==> src/rtl/uart_pkg.sv <==
// rtl/uart_pkg.sv - shared UART byte width and block serializer FSM states
package uart_pkg;

  localparam int UART_BYTE_W = 8;

  typedef enum logic [2:0] {
    IDLE,
    START,
    WAIT_BUSY,
    WAIT_DONE,
    GAP,
    FINISH
  } ser_state_t;

endpackage

==> src/rtl/uart_block_serializer_if.sv <==
// rtl/uart_block_serializer_if.sv - block input and UART transmitter handshake bundle
// slave  : serializer side (takes block + tx ready, drives ready/start/byte/busy/done)
// master : producer/transmitter side
interface uart_block_serializer_if
  import uart_pkg::*;
#(
  parameter int NUM_BYTES = 16
);

  logic [UART_BYTE_W*NUM_BYTES-1:0] blk_data;
  logic                             blk_valid;
  logic                             blk_ready;
  logic                             uart_tx_ready;
  logic                             uart_tx_start;
  logic [UART_BYTE_W-1:0]           uart_transmit_data;
  logic                             busy;
  logic                             done;

  modport master (
    output blk_data, blk_valid, uart_tx_ready,
    input  blk_ready, uart_tx_start, uart_transmit_data, busy, done
  );

  modport slave (
    input  blk_data, blk_valid, uart_tx_ready,
    output blk_ready, uart_tx_start, uart_transmit_data, busy, done
  );

endinterface

==> src/rtl/uart_gap_timer.sv <==
// rtl/uart_gap_timer.sv - inter-byte idle gap timer
// uart_clock/uart_reset : clock, synchronous active-low reset
// i_load                : arm the timer for a fresh gap
// i_count_en            : count down while the gap is in progress
// o_expired             : gap has elapsed
module uart_gap_timer #(
  parameter int GAP_CYCLES = 0
) (
  input  logic uart_clock,
  input  logic uart_reset,
  input  logic i_load,
  input  logic i_count_en,
  output logic o_expired
);

  // Loading GAP_CYCLES-1 makes the gap state last exactly GAP_CYCLES clocks,
  // since expiry is seen in the last of them.
  localparam logic [15:0] LOAD_VAL = (GAP_CYCLES > 0) ? 16'(GAP_CYCLES - 1) : 16'd0;

  logic [15:0] r_count;

  always_ff @(posedge uart_clock) begin
    if (!uart_reset) begin
      r_count <= 16'd0;
    end else if (i_load) begin
      r_count <= LOAD_VAL;
    end else if (i_count_en && (r_count != 16'd0)) begin
      r_count <= r_count - 16'd1;
    end
  end

  assign o_expired = (r_count == 16'd0);

endmodule

==> src/rtl/uart_block_serializer.sv <==
// rtl/uart_block_serializer.sv - sends a NUM_BYTES block to a UART transmitter, MSB byte first
// uart_clock/uart_reset : clock, synchronous active-low reset
// bus (slave)           : blk_data/blk_valid/blk_ready block input, uart_tx_ready/uart_tx_start/
//                         uart_transmit_data transmitter handshake, busy and done status
module uart_block_serializer
  import uart_pkg::*;
#(
  parameter int NUM_BYTES  = 16,
  parameter int GAP_CYCLES = 0
) (
  input  logic                    uart_clock,
  input  logic                    uart_reset,
  uart_block_serializer_if.slave  bus
);

  localparam int BLK_W = UART_BYTE_W * NUM_BYTES;
  localparam int CNT_W = (NUM_BYTES > 1) ? $clog2(NUM_BYTES) : 1;
  localparam logic [CNT_W-1:0] LAST_IDX = CNT_W'(NUM_BYTES - 1);

  ser_state_t       r_state;
  ser_state_t       w_next;
  logic [BLK_W-1:0] r_shift;
  logic [CNT_W-1:0] r_count;

  logic w_capture;
  logic w_advance;
  logic w_gap_load;
  logic w_gap_expired;
  logic w_blk_ready;
  logic w_tx_start;
  logic w_busy;
  logic w_done;

  uart_gap_timer #(
    .GAP_CYCLES(GAP_CYCLES)
  ) u_gap_timer (
    .uart_clock (uart_clock),
    .uart_reset (uart_reset),
    .i_load     (w_gap_load),
    .i_count_en (r_state == GAP),
    .o_expired  (w_gap_expired)
  );

  always_ff @(posedge uart_clock) begin
    if (!uart_reset) begin
      r_state <= IDLE;
      r_shift <= '0;
      r_count <= '0;
    end else begin
      r_state <= w_next;
      if (w_capture) begin
        r_shift <= bus.blk_data;
        r_count <= '0;
      end else if (w_advance) begin
        r_shift <= r_shift << UART_BYTE_W;
        r_count <= r_count + CNT_W'(1);
      end
    end
  end

  always_comb begin
    w_next      = r_state;
    w_capture   = 1'b0;
    w_advance   = 1'b0;
    w_gap_load  = 1'b0;
    w_blk_ready = 1'b0;
    w_tx_start  = 1'b0;
    w_busy      = 1'b1;
    w_done      = 1'b0;
    case (r_state)
      IDLE: begin
        w_blk_ready = 1'b1;
        w_busy      = 1'b0;
        if (bus.blk_valid) begin
          w_capture = 1'b1;
          w_next    = START;
        end
      end
      START: begin
        if (bus.uart_tx_ready) begin
          w_tx_start = 1'b1;
          w_next     = WAIT_BUSY;
        end
      end
      // Transmitter drops ready once it has taken the byte.
      WAIT_BUSY: begin
        if (!bus.uart_tx_ready) begin
          w_next = WAIT_DONE;
        end
      end
      WAIT_DONE: begin
        if (bus.uart_tx_ready) begin
          if (r_count == LAST_IDX) begin
            w_next = FINISH;
          end else begin
            w_advance = 1'b1;
            if (GAP_CYCLES == 0) begin
              w_next = START;
            end else begin
              w_gap_load = 1'b1;
              w_next     = GAP;
            end
          end
        end
      end
      GAP: begin
        if (w_gap_expired) begin
          w_next = START;
        end
      end
      FINISH: begin
        w_done = 1'b1;
        w_next = IDLE;
      end
      default: begin
        w_next = IDLE;
      end
    endcase
  end

  assign bus.blk_ready          = w_blk_ready;
  assign bus.uart_tx_start      = w_tx_start;
  assign bus.uart_transmit_data = r_shift[BLK_W-1 -: UART_BYTE_W];
  assign bus.busy               = w_busy;
  assign bus.done               = w_done;

endmodule

==> src/flat_wrapper.sv <==
// flat-port wrapper written by rule: the top's interface ports become plain ports
module uart_block_serializer_flat import uart_pkg::*;
#(
  parameter int NUM_BYTES  = 16,
  parameter int GAP_CYCLES = 0
)
  (uart_clock, uart_reset, bus_blk_data, bus_blk_valid, bus_uart_tx_ready, bus_blk_ready, bus_uart_tx_start, bus_uart_transmit_data, bus_busy, bus_done);
  uart_block_serializer_if #(.NUM_BYTES(NUM_BYTES)) bus_i ();
  input  logic uart_clock;
  input  logic uart_reset;
  input wire logic [$bits(bus_i.blk_data)-1:0] bus_blk_data;
  input wire logic [$bits(bus_i.blk_valid)-1:0] bus_blk_valid;
  input wire logic [$bits(bus_i.uart_tx_ready)-1:0] bus_uart_tx_ready;
  output wire logic [$bits(bus_i.blk_ready)-1:0] bus_blk_ready;
  output wire logic [$bits(bus_i.uart_tx_start)-1:0] bus_uart_tx_start;
  output wire logic [$bits(bus_i.uart_transmit_data)-1:0] bus_uart_transmit_data;
  output wire logic [$bits(bus_i.busy)-1:0] bus_busy;
  output wire logic [$bits(bus_i.done)-1:0] bus_done;
  assign bus_i.blk_data = bus_blk_data;
  assign bus_i.blk_valid = bus_blk_valid;
  assign bus_i.uart_tx_ready = bus_uart_tx_ready;
  assign bus_blk_ready = bus_i.blk_ready;
  assign bus_uart_tx_start = bus_i.uart_tx_start;
  assign bus_uart_transmit_data = bus_i.uart_transmit_data;
  assign bus_busy = bus_i.busy;
  assign bus_done = bus_i.done;
  uart_block_serializer #(.NUM_BYTES(NUM_BYTES), .GAP_CYCLES(GAP_CYCLES)) u_core (.uart_clock(uart_clock), .uart_reset(uart_reset), .bus(bus_i));
endmodule
==> config.mk <==
export PLATFORM = sky130hd
export DESIGN_NAME = uart_block_serializer_flat
export DESIGN_NICKNAME = d
export VERILOG_FILES = /design/src/rtl/uart_pkg.sv /design/src/rtl/uart_block_serializer_if.sv /design/src/rtl/uart_gap_timer.sv /design/src/rtl/uart_block_serializer.sv /design/src/flat_wrapper.sv
export SDC_FILE = /design/constraint.sdc
export NUM_CORES = 1
export LEC_CHECK = 0
export ABC_AREA = 1
export CORE_MARGIN = 2
export CORE_UTILIZATION = 53
export CTS_BUF_LIST = sky130_fd_sc_hd__clkbuf_8
export DETAILED_ROUTE_END_ITERATION = 16
export PLACE_DENSITY = 0.9
export SYNTH_ARGS = -nofsm -noshare
export SYNTH_HDL_FRONTEND = slang
export SYNTH_SLANG_ARGS = --single-unit
==> constraint.sdc <==
create_clock -name uart_clock -period 2 [get_ports uart_clock]
set_input_delay 0.4 -clock uart_clock [delete_from_list [all_inputs] [get_ports uart_clock]]
set_output_delay 0.4 -clock uart_clock [all_outputs]
set_load 0.03 [all_outputs]
==> reports/results.ini <==
[outcome]
status = complete, no violations

[worst_setup_path]
worstSetupStartpointType = flip-flop
reg2regPathDepth = 7
r2r_slack_ps = 290
crit_type = flip-flop to output port
crit_path_end_kind = output port
crit_family = buffers and inverters
startpoint = u_core.r_state[0]
crit_chain = inv_1 -> nor3_1 -> dlygate4sd2_1
cp.required_ps = 1600
path_buf_inv = 2
path_depth = 3
cp_data_arrival_time_ps = 1510
r2r_start = u_core.r_count[0]
max_stage_delay_ps = 430
cp_max_fo = 5
r2r_end = u_core.r_shift[107]
crit_slowest_cell = dlygate4sd2_1
crit_end = bus_done

[routing]
vias = 7070
dr.pass1.iters = 6
avgRoutedWirePerCell_um = 15.0
drc_errors = 0
drt.antenna.violating_nets = 0
drt_wl_total_um = 18200
viasPerCell = 5.80
drtIter0Drc = 858

[cts]
insertion_delay_ps = 450
root_buffer = clkbuf_8
cts_made_buffers = 17
cts_max_path_buffers = 2
cts.sinks = 151
cts_tree = yes
htreeDepth = 4
clk_pin_slew_ps = 80

[logic_synthesis]
synth_seq_area_share = 0.437
synth_enable_flop_cells = 0
async_reset_ff_frac = 0
yosys_warnings = 0
synth_nets = 1080
syn_area_um2 = 6910
synth_area_per_cell_um2 = 7.32
ys_seq_elements = 151
synth_cells = 945
synth_cell_type_count = 24
synth_ff_type = dfxtp_1

[floorplan]
die_area_um2 = 14000
die_w_um = 118
ios = 144
row_count = 41
start_util = 0.546
die_height_um = 118
core-area_um2 = 12700

[sta]
worst_pin_slew_ps = 416
post-route-min-period_ps = 1910
setup_tns_ps = 0
finalCritPeriodShare = 0.954
hold_viol = 0
slew_headroom = 0.723
finalSetupViolations = 0
rsz0062_at_grt = no
fin_ws_ps = 91.3
timing.final.max_slew_violations = 0
fmax_mhz = 524
skew_ps = 10.0

[global_route]
grt-ovfl-total = 0
grt_pass1_wl_um = 30200
gr-usage-all-layers = 0.260
grt_max_degree = 112
first_global_vias = 6314
antenna_found_initial = 0

[worst_hold_path]
hp-class = flip-flop to flip-flop
hp-start = u_core.r_shift[1]

[cells_and_area]
syn_to_final_growth_pct = 27.7
nNetsFinal = 1170
layout-drive-gt1-share = 0.0601
stdcell_count = 1220
fillers = 1011
diodes = 0

[place]
io_buffers = 143
place.gp.congestion = 0.871
place_ws_ps = 123
dp.cells = 1188
dp_hpwl_um = 12200

[power_and_ir_drop]
powerDensity_nw_per_um2 = 1460
power_leakage_nw = 3.13
ir_drop_v = 0.000888

[job]
drv_cap = 0

-- placed cells by master (no fill, tap or decap) --
| cell | instances |
|---|---|
| a21oi_1 | 24 |
| a31oi_1 | 120 |
| buf_12 | 13 |
| buf_4 | 10 |
| bufinv_16 | 3 |
| clkbuf_8 | 22 |
| clkdlybuf4s50_1 | 139 |
| clkinv_2 | 5 |
| clkinvlp_4 | 1 |
| dfxtp_1 | 151 |
| dlygate4sd2_1 | 3 |
| ha_1 | 3 |
| inv_1 | 20 |
| inv_2 | 2 |
| inv_4 | 2 |
| nand2_1 | 204 |
| nand2_2 | 1 |
| nand3_1 | 264 |
| nand3_4 | 2 |
| nand4_1 | 3 |
| nor2_1 | 42 |
| nor2_2 | 2 |
| nor3_1 | 2 |
| o21ai_0 | 2 |
| xnor2_1 | 4 |
| xor2_1 | 4 |
-- where the power goes --
group          leakage [nW]  internal (mW)  switching [mW]
clock                 0.227           1.38            1.09
sequential             1.23           3.70           0.494
combinational          1.67           2.36            3.82
total                  3.13           7.44            5.40
-- worst min-delay path: stages, from the launching register on --
cell and delay [ps]:
dfxtp_1 310, nand3_1 70, a21oi_1 50
-- cell families (layout without fill, tap and decap cells) --
family | after synthesis | in the layout | share of synthesized area
XOR/XNOR | 8 | 8 | 0.0101
AO/OA/AOI/OAI | 146 | 146 | 0.127
buffers and inverters | 117 | 220 | 0.0854
adder cells (fa/ha/maj) | 3 | 3 | 0.00543
flip-flops | 151 | 151 | 0.437
AND/OR/NAND/NOR | 520 | 520 | 0.334
-- flip-flops by register name, indices dropped and copies added (netlist names) --
register                    flops
u_core.u_gap_timer.r_count     16
u_core.r_count                  4
u_core.r_state                  3
u_core.r_shift                128
-- cell usage after synthesis (2+ instances only) --
library cell,instances,area share
nand2_1,204,0.11
buf_2,48,0.035
o21ai_0,2,0.0014
buf_1,5,0.0027
xor2_1,4,0.0051
dfxtp_1,151,0.44
a31oi_1,120,0.11
nor2_2,2,0.0018
a21oi_1,24,0.017
nand3_2,2,0.0029
inv_1,18,0.0098
nand3_1,264,0.19
ha_1,3,0.0054
buf_6,7,0.011
nand4_1,3,0.0027
nor2_1,42,0.023
buf_4,10,0.011
xnor2_1,4,0.0051
nor3_1,2,0.0014
inv_2,3,0.0016
clkbuf_1,24,0.013
-- area by class of cell --
type,count,area [um2],share of cell area
Clock buffer,22,303,0.0343
Clock inverter,10,125,0.0142
Inverter,23,92.6,0.0105
Multi-Input combinational cell,677,3320,0.376
Sequential cell,151,3020,0.342
Tap cell,172,215,0.0244
Timing Repair Buffer,165,1750,0.199
-- layer usage --
layer / GRT usage / share of wire / vias to the layer above / wire length (um)
li1: - / - / 3472 / -
met1: 0.353 / 0.43 / 3273 / 7830
met2: 0.408 / 0.48 / 288 / 8690
met3: 0.0512 / 0.070 / 37 / 1280
met4: 0.101 / 0.024 / 0 / 445
met5: 0 / 0 / - / 0
-- stage by stage --
step	total power [mW]	cell area, um2	hold slack (ps)	util
floorplan	8.83	6910	458	-
global placement	10.1	8400	469	0.663
detailed placement	10.3	8400	472	0.663
CTS	12.8	8830	483	0.697
global route	13.8	8830	504	0.697
finish	12.8	8830	481	0.697
-- worst min-delay path by stage --
stage | end | slack, ps | cells after the start
finish | u_core.r_shift[1] | 480 | 2
global route | u_core.r_shift[1] | 500 | 2
CTS | u_core.r_shift[1] | 480 | 2
detailed placement | u_core.r_shift[1] | 470 | 2
global placement | u_core.u_gap_timer.r_count[15] | 470 | 2
floorplan | u_core.r_shift[0] | 460 | 2
-- timing repair --
| action | in CTS | in global routing |
|---|---|---|
| gates resized for setup | 3 | 0 |
| hold buffers | 0 | 0 |
| setup endpoints to repair | 3 | 0 |
| setup buffers | 0 | 0 |
No activity file was read; power rests on OpenSTA's default activity.
